`src/rtl/ctrl_pkg.sv`:
```
// Shared types and opcode patterns for the multicycle CPU controller.
package ctrl_pkg;

  typedef enum logic [3:0] {
    S_BOOT   = 4'd0,
    S_FETCH  = 4'd1,
    S_DECODE = 4'd2,
    S_LDI_RD = 4'd3,
    S_LDM_RD = 4'd4,
    S_WB_DI  = 4'd5,
    S_MVR    = 4'd6,
    S_ALU_EX = 4'd7,
    S_ALU_WB = 4'd8,
    S_STM    = 4'd9,
    S_JMP    = 4'd10,
    S_HALT   = 4'd11
  } state_t;

  typedef enum logic [1:0] {
    RFW_ALU  = 2'd0,
    RFW_REG1 = 2'd1,
    RFW_DI   = 2'd2
  } rf_wsrc_t;

  // Opcode class patterns on the top four opcode bits (? = don't care).
  localparam logic [3:0] OP_LDI = 4'b000?;
  localparam logic [3:0] OP_MVR = 4'b0010;
  localparam logic [3:0] OP_ALU = 4'b01??;
  localparam logic [3:0] OP_LDM = 4'b1000;
  localparam logic [3:0] OP_STM = 4'b1001;
  localparam logic [3:0] OP_JMP = 4'b101?;
  localparam logic [3:0] OP_HLT = 4'b1111;

  function automatic logic is_mem_state(input state_t s);
    return (s == S_FETCH) || (s == S_LDI_RD) || (s == S_LDM_RD) || (s == S_STM);
  endfunction

endpackage

```
`src/rtl/mem_wait_timer.sv`:
```
// Counts memory wait cycles; saturates at LIMIT and flags expiry (LIMIT=0 never expires).
module mem_wait_timer #(
  parameter int unsigned LIMIT = 16
) (
  input  logic clk,
  input  logic rst,
  input  logic clear,
  input  logic enable,
  output logic expired
);

  localparam int unsigned W = (LIMIT > 0) ? $clog2(LIMIT + 1) : 1;

  logic [W-1:0] cnt;

  always_ff @(posedge clk or posedge rst) begin
    if (rst) begin
      cnt <= '0;
    end else if (clear) begin
      cnt <= '0;
    end else if (enable && (cnt != W'(LIMIT))) begin
      cnt <= cnt + 1'b1;
    end
  end

  assign expired = (LIMIT != 0) && (cnt == W'(LIMIT));

endmodule

```
`src/rtl/multicycle_ctrl_fsm.sv`:
```
// Multicycle CPU controller: sequences datapath strobes from the IR opcode,
// with a memory ready handshake, wait timeout, illegal-op flag and retire counter.
module multicycle_ctrl_fsm
  import ctrl_pkg::*;
#(
  parameter int unsigned OPCODE_W    = 4,
  parameter int unsigned MEM_TIMEOUT = 16,
  parameter int unsigned CNT_W       = 16
) (
  input  logic                clk,
  input  logic                rst,
  input  logic [OPCODE_W-1:0] instr_op,
  input  logic                jump_taken,
  input  logic                mem_ready,
  input  logic                run,
  output logic                mem_req,
  output logic                mem_we,
  output logic                mem_addr_tr,
  output logic                ld_ir,
  output logic                ld_di,
  output logic                ld_tr,
  output logic                ld_alu,
  output logic                ld_pc,
  output logic                ld_czn,
  output logic                pc_src_jump,
  output logic                czn_src_alu,
  output logic                rf_we,
  output logic [1:0]          rf_wsrc,
  output logic                halted,
  output logic                illegal_op,
  output logic                mem_timeout,
  output logic [CNT_W-1:0]    instr_retired,
  output logic [3:0]          state_dbg
);

  state_t     state, state_nxt;
  logic       retire;
  logic       tmr_expired;
  logic       in_mem;
  logic [3:0] op4;

  assign op4    = instr_op[OPCODE_W-1 -: 4];
  assign in_mem = is_mem_state(state);

  // Timer restarts whenever an access completes or we leave the memory states.
  mem_wait_timer #(.LIMIT(MEM_TIMEOUT)) u_timer (
    .clk     (clk),
    .rst     (rst),
    .clear   (!in_mem || mem_ready),
    .enable  (in_mem && !mem_ready),
    .expired (tmr_expired)
  );

  always_ff @(posedge clk or posedge rst) begin
    if (rst) begin
      state         <= S_BOOT;
      instr_retired <= '0;
    end else begin
      state <= state_nxt;
      if (retire) instr_retired <= instr_retired + 1'b1;
    end
  end

  always_comb begin
    state_nxt   = state;
    retire      = 1'b0;
    mem_req     = 1'b0;
    mem_we      = 1'b0;
    mem_addr_tr = 1'b0;
    ld_ir       = 1'b0;
    ld_di       = 1'b0;
    ld_tr       = 1'b0;
    ld_alu      = 1'b0;
    ld_pc       = 1'b0;
    ld_czn      = 1'b0;
    pc_src_jump = 1'b0;
    czn_src_alu = 1'b0;
    rf_we       = 1'b0;
    rf_wsrc     = RFW_ALU;
    halted      = 1'b0;
    illegal_op  = 1'b0;
    mem_timeout = 1'b0;

    case (state)
      S_BOOT: state_nxt = S_FETCH;

      S_FETCH: begin
        mem_req = 1'b1;
        if (mem_ready) begin
          ld_ir     = 1'b1;
          ld_pc     = 1'b1;
          state_nxt = S_DECODE;
        end else if (tmr_expired) begin
          mem_timeout = 1'b1;
          state_nxt   = S_HALT;
        end
      end

      S_DECODE: begin
        ld_tr = 1'b1;
        casez (op4)
          OP_LDI:  state_nxt = S_LDI_RD;
          OP_MVR:  state_nxt = S_MVR;
          OP_ALU:  state_nxt = S_ALU_EX;
          OP_LDM:  state_nxt = S_LDM_RD;
          OP_STM:  state_nxt = S_STM;
          OP_JMP:  state_nxt = S_JMP;
          OP_HLT: begin
            retire    = 1'b1;
            state_nxt = S_HALT;
          end
          default: begin
            illegal_op = 1'b1;
            state_nxt  = S_FETCH;
          end
        endcase
      end

      S_LDI_RD: begin
        mem_req = 1'b1;
        if (mem_ready) begin
          ld_di     = 1'b1;
          ld_pc     = 1'b1;
          state_nxt = S_WB_DI;
        end else if (tmr_expired) begin
          mem_timeout = 1'b1;
          state_nxt   = S_HALT;
        end
      end

      S_LDM_RD: begin
        mem_req     = 1'b1;
        mem_addr_tr = 1'b1;
        if (mem_ready) begin
          ld_di     = 1'b1;
          state_nxt = S_WB_DI;
        end else if (tmr_expired) begin
          mem_timeout = 1'b1;
          state_nxt   = S_HALT;
        end
      end

      S_WB_DI: begin
        rf_we     = 1'b1;
        rf_wsrc   = RFW_DI;
        ld_czn    = 1'b1;
        retire    = 1'b1;
        state_nxt = S_FETCH;
      end

      S_MVR: begin
        rf_we     = 1'b1;
        rf_wsrc   = RFW_REG1;
        ld_czn    = 1'b1;
        retire    = 1'b1;
        state_nxt = S_FETCH;
      end

      S_ALU_EX: begin
        ld_alu    = 1'b1;
        state_nxt = S_ALU_WB;
      end

      S_ALU_WB: begin
        rf_we       = 1'b1;
        rf_wsrc     = RFW_ALU;
        ld_czn      = 1'b1;
        czn_src_alu = 1'b1;
        retire      = 1'b1;
        state_nxt   = S_FETCH;
      end

      S_STM: begin
        mem_req     = 1'b1;
        mem_we      = 1'b1;
        mem_addr_tr = 1'b1;
        if (mem_ready) begin
          retire    = 1'b1;
          state_nxt = S_FETCH;
        end else if (tmr_expired) begin
          mem_timeout = 1'b1;
          state_nxt   = S_HALT;
        end
      end

      S_JMP: begin
        if (jump_taken) begin
          ld_pc       = 1'b1;
          pc_src_jump = 1'b1;
        end
        retire    = 1'b1;
        state_nxt = S_FETCH;
      end

      S_HALT: begin
        halted = 1'b1;
        if (run) state_nxt = S_FETCH;
      end

      default: state_nxt = S_BOOT;
    endcase
  end

  assign state_dbg = state;

endmodule
```
`config.mk`:
```
export PLATFORM = sky130hd
export DESIGN_NAME = multicycle_ctrl_fsm
export DESIGN_NICKNAME = d
export VERILOG_FILES = /design/src/rtl/ctrl_pkg.sv /design/src/rtl/mem_wait_timer.sv /design/src/rtl/multicycle_ctrl_fsm.sv
export SDC_FILE = /design/constraint.sdc
export NUM_CORES = 1
export LEC_CHECK = 0
export ABC_CLOCK_PERIOD_IN_PS = 1960
export CAP_MARGIN = 10
export CORE_AREA = 2 2 62 64
export CTS_CLUSTER_DIAMETER = 120
export CTS_CLUSTER_SIZE = 20
export DETAILED_ROUTE_END_ITERATION = 10
export DIE_AREA = 0 0 64 66
export HOLD_SLACK_MARGIN = 0.06
export PLACE_DENSITY = 0.79
export SETUP_SLACK_MARGIN = 0.05
export SLEW_MARGIN = 5
export SYNTH_ARGS = -nofsm -noshare
export SYNTH_HDL_FRONTEND = slang
export SYNTH_SLANG_ARGS = --single-unit
export TNS_END_PERCENT = 1
```
`constraint.sdc`:
```
create_clock -name clk -period 1.96 [get_ports clk]
set_input_delay 0.392 -clock clk [delete_from_list [all_inputs] [get_ports clk]]
set_output_delay 0.392 -clock clk [all_outputs]
set_load 0.1 [all_outputs]
```
==> results by stage <==
Status:
- The flow ran to the end, but the final reports show violations.
- The checks that failed: negative setup slack.

STA:
- The total count of max-transition violations in the final report is 0.
- The clock skew is 0.01879 ns.
- The number of endpoints with negative hold slack in the final report was 0.
- Headroom to the max-slew limit came out at between 70% and 80%.
- The final critical path takes up 110.0% of the cycle.
- The final count of negative-setup-slack endpoints is 19.
- Static timing analysis puts the maximum clock frequency at 464.0 MHz.
- Setup slack on the critical path of the routed design comes to -0.1954 ns.
- Setup repair after global routing could not meet its margin everywhere.
- The slew at the pin with the worst max-slew slack is 0.3961 ns.
- After layout, the minimum clock period comes to around 2.2 ns.

Pwr:
- The switching power is 0.002529 W.
- Of the total power, the share spent switching nets is 54.84%.
- The highest ir drop seen on vdd is 1.470 mV.
- Combinational logic burns 76.8% of the power.
- The internal power of the cells totals around 0.0021 W.
- In this run the power density over the cells is approximately 1600 mW/mm².
- The leakage component of the power is roughly 1.3 nW.
- Per report_power, the sequential group accounts for 17.8% of the total.
- The clock network is responsible for 5.4% of the overall power.
- The total power is roughly 0.0046 W.

Worst setup path:
- The delay of the slowest cell on the worst path is 0.58 ns.
- The startpoint identified for the worst register-to-register timing path is state_dbg[2].
- The arrival time of data at the critical path endpoint is 1.76 ns.
- The startpoint kind of the worst setup timing path is a register.
- The category of the worst setup path capture point is a primary output.
- For the worst setup path, the data required time is 1.57 ns.
- The peak fanout along the critical path is 8.
- The critical path goes through or2b_4, mux2i_1, nor2b_4, buf_12.
- The buffer and inverter count on the worst path is 1.
- The reg-to-reg critical path endpoint is instr_retired[13].
- The reg-to-reg setup timing slack is -0.06 ns.
- The cell count of the worst reg-to-reg path is 8.
- The worst setup path is of the register to primary output kind.
- For this design, the slowest cell found on the critical path is dfrtp_4.
- The kind of cell adding the most delay to the critical path is flip-flops.

Clock network:
- The CTS sink count is 25.
- The clock slew seen by the registers of the worst setup and hold paths is roughly 0.15 ns.
- The TritonCTS clock tree is yes.
- The number of buffers on the longest clock path is 2.
- The later pin in the worst-skew pair is clocked with a latency of 0.33 ns.
- The maximum level of the CTS H-tree is 1.
- After clock tree synthesis, the flow added hold-fix buffers numbering 0.
- Buffers inserted during clock tree synthesis total 3.
- In this run the clock root is driven by a clkbuf_4.

Floorplan:
- From bottom edge to top edge, the die measures 66 µm.
- The die covers approximately 0.0042 mm².
- The number of I/O pins is between 40 and 50.
- For this configuration, the core starts out at a cell density of a little under half.
- In this run the horizontal extent of the chip is approximately 64 µm.
- The initialized floorplan defines 22 standard-cell rows.
- The core box area is 0.003551 mm².

Routing:
- The overall routed net length is 5064 µm.
- For this block, the initial DRC count from the detailed router was 72.
- In the routed layout, each cell is associated on average with a via count of roughly 5.4.
- The first-pass iteration count of the detailed router is 5.
- The routed length per instance is between 15 and 20 µm.
- The via count of the routed design is roughly 1600.
- The count of nets left with antenna violations once routing finished came out at 0.
- The final routed DRC violation total is 0.

Global routing:
- The overall routing resource usage is 25.29%.
- The number of antenna violations at the first check in global routing is 0.
- Entering global routing, the biggest net connects 17 pins.
- The via count of the first global-routing pass was 1714.
- Global routing consumed, on the met2 layer, 48.96% of the routing resources.
- Summed over all layers, the global routing overflow is 0.
- For met1 alone, demand over resource in global routing was 28.54%.
- The global routing met3 resource utilization is 3.237%.
- The first global-routing pass estimated around 8300 µm of wire.
- In this run the most used layer during global routing was met2.

Layout:
- The fill cell total of the finished layout is around 190.
- In the final design database the tool counted about 270 nets.
- The number of antenna diodes in the final layout is 0.
- The total non-filler cell area in the finished layout is 0.002929 mm².
- The fraction of final layout cells sized beyond drive strength 1 is 49.21%.
- The signed area change from the synthesized netlist to the final layout is 80.22%.

Synth:
- The most common cell in the netlist is dfrtp_1.
- The Yosys step of the flow raised 0 warnings.
- The average footprint of a synthesized cell is 9.287 µm².
- The top cell type by area accounts for about 38% of the synthesized area.
- Of all flip-flops after synthesis, the portion carrying an async set or reset was 100.0%.
- The synthesis-stage register bit count is 25.
- The leading area contributor after synthesis is dfrtp_1.
- In the post-synthesis netlist, the biggest area contributors are dfrtp_1 (38%), xor2_1 (7.5%), nor2_1 (4.6%), nand2_1 (4.2%), nor3_1 (3.1%).
- In the synthesized netlist, the number of instances is ~180.
- The sequential share of the synthesized area is 38.49%.
- The synthesized net count is 187.
- The commonest cells after synthesis are dfrtp_1 (25), nor2_1 (20), nand2_1 (18).
- The synthesized netlist occupies a cell area of 0.001625 mm².
- The netlist uses 50 different library cells.
- The count of flip-flops with a built-in enable after synthesis is 0.
- The most used flip-flop cell after synthesis is dfrtp_1.

Placed design:
- The worst-case setup slack after placement is -0.2360 ns.
- Once detailed placement completed, the half-perimeter wirelength came to 3468 µm.
- Routability-driven placement finished with a final weighted congestion of 0.8570.
- The number of port buffers is 45.
- The post-detailed-placement cell area is 0.002643 mm².

Min path:
- The min-delay analysis places its worst path in the category input pin to asynchronous set/reset pin.

Flow run:
- The reported max-cap violation count is 0.
## per-stage QoR
step	cells	setup TNS [ns]	hold WS, ns	util, %
6_report	302	-2.281	0.3685	82.49
5_1_grt	302	-3.650	0.3735	82.49
4_1_cts	302	-1.998	0.3278	81.71
3_5_place_dp	280	-2.283	0.4822	74.42
3_3_place_gp	280	-1.180	0.4651	74.42
2_1_floorplan	175	-15.48	0.4193	-
## layout by cell type (no fill, tap or decap), types with 3 or more instances in the layout
| cell | instances |
|---|---|
| nand2b_4 | 3 |
| mux2i_1 | 3 |
| nor4_4 | 3 |
| inv_1 | 5 |
| dfrtp_1 | 21 |
| clkdlybuf4s50_1 | 7 |
| xor2_1 | 14 |
| nor2_1 | 14 |
| inv_2 | 3 |
| xnor2_1 | 5 |
| clkbuf_4 | 3 |
| nand3_1 | 6 |
| dfrtp_4 | 3 |
| nor2_4 | 5 |
| buf_12 | 29 |
| o21ai_0 | 3 |
| a21oi_1 | 3 |
| nand2_1 | 17 |
| nor3_1 | 9 |
| ha_1 | 3 |
| buf_4 | 46 |
## repair_timing
action,4_1_cts,5_1_grt
pin swaps,3,5
buffers inserted,18,0
gates cloned,0,0
setup endpoints to repair,24,31
resized for setup,20,7
## routing by layer
metal	up-vias	share of wire (%)
met4	0	1.8
met5	-	0
met2	59	55
met3	13	4.5
li1	754	-
met1	813	38
## power groups by stage
| stage | combinational (W) | clock (W) | sequential [W] |
|---|---|---|---|
| after floorplan | 0.00157 | 0 | 0.00133 |
| after global placement | 0.00305 | 0 | 0.000843 |
| after CTS | 0.00347 | 0.000253 | 0.000802 |
| final | 0.00354 | 0.000248 | 0.000823 |
| after detailed placement | 0.00310 | 0 | 0.000851 |
| after global routing | 0.00367 | 0.000273 | 0.000831 |
## cell type report
| cell class | instances | area (µm²) | share of cell area (%) |
|---|---|---|---|
| Tap cell | 48 | 60.06 | 2.050 |
| Multi-Input combinational cell | 131 | 1131 | 38.62 |
| Clock buffer | 3 | 22.52 | 0.7689 |
| Clock inverter | 1 | 8.758 | 0.2990 |
| Timing Repair Buffer | 85 | 1031 | 35.20 |
| Sequential cell | 25 | 638.1 | 21.79 |
| Inverter | 9 | 37.54 | 1.282 |
## cells by family after synthesis
| kind of cell | Yosys count | share of synthesized area [%] |
|---|---|---|
| AO/OA/AOI/OAI | 22 | 9.391 |
| XOR/XNOR | 19 | 10.24 |
| adder cells (fa/ha/maj) | 4 | 2.926 |
| buffers and inverters | 19 | 5.773 |
| flip-flops | 25 | 38.49 |
| multiplexers | 4 | 2.540 |
| AND/OR/NAND/NOR | 82 | 30.64 |
## how the worst max path moves through the flow
| stage | from | end | slack [ns] | cells after the start |
|---|---|---|---|---|
| 3_5_place_dp | instr_op[3] | instr_retired[13] | -0.24 | 7 |
| 6_report | state_dbg[3] | mem_addr_tr | -0.20 | 4 |
| 2_1_floorplan | state_dbg[1] | ld_ir | -0.56 | 3 |
| 3_3_place_gp | instr_op[1] | illegal_op | -0.13 | 5 |
| 4_1_cts | state_dbg[3] | mem_addr_tr | -0.17 | 4 |
| 5_1_grt | state_dbg[3] | mem_addr_tr | -0.27 | 4 |
## sequential cells by signal, summed over array words and instances, names as in the netlist
register and count:
u_timer.cnt 5, state_dbg 4, instr_retired 16
Note: power is estimated with default switching activity, not from simulation.
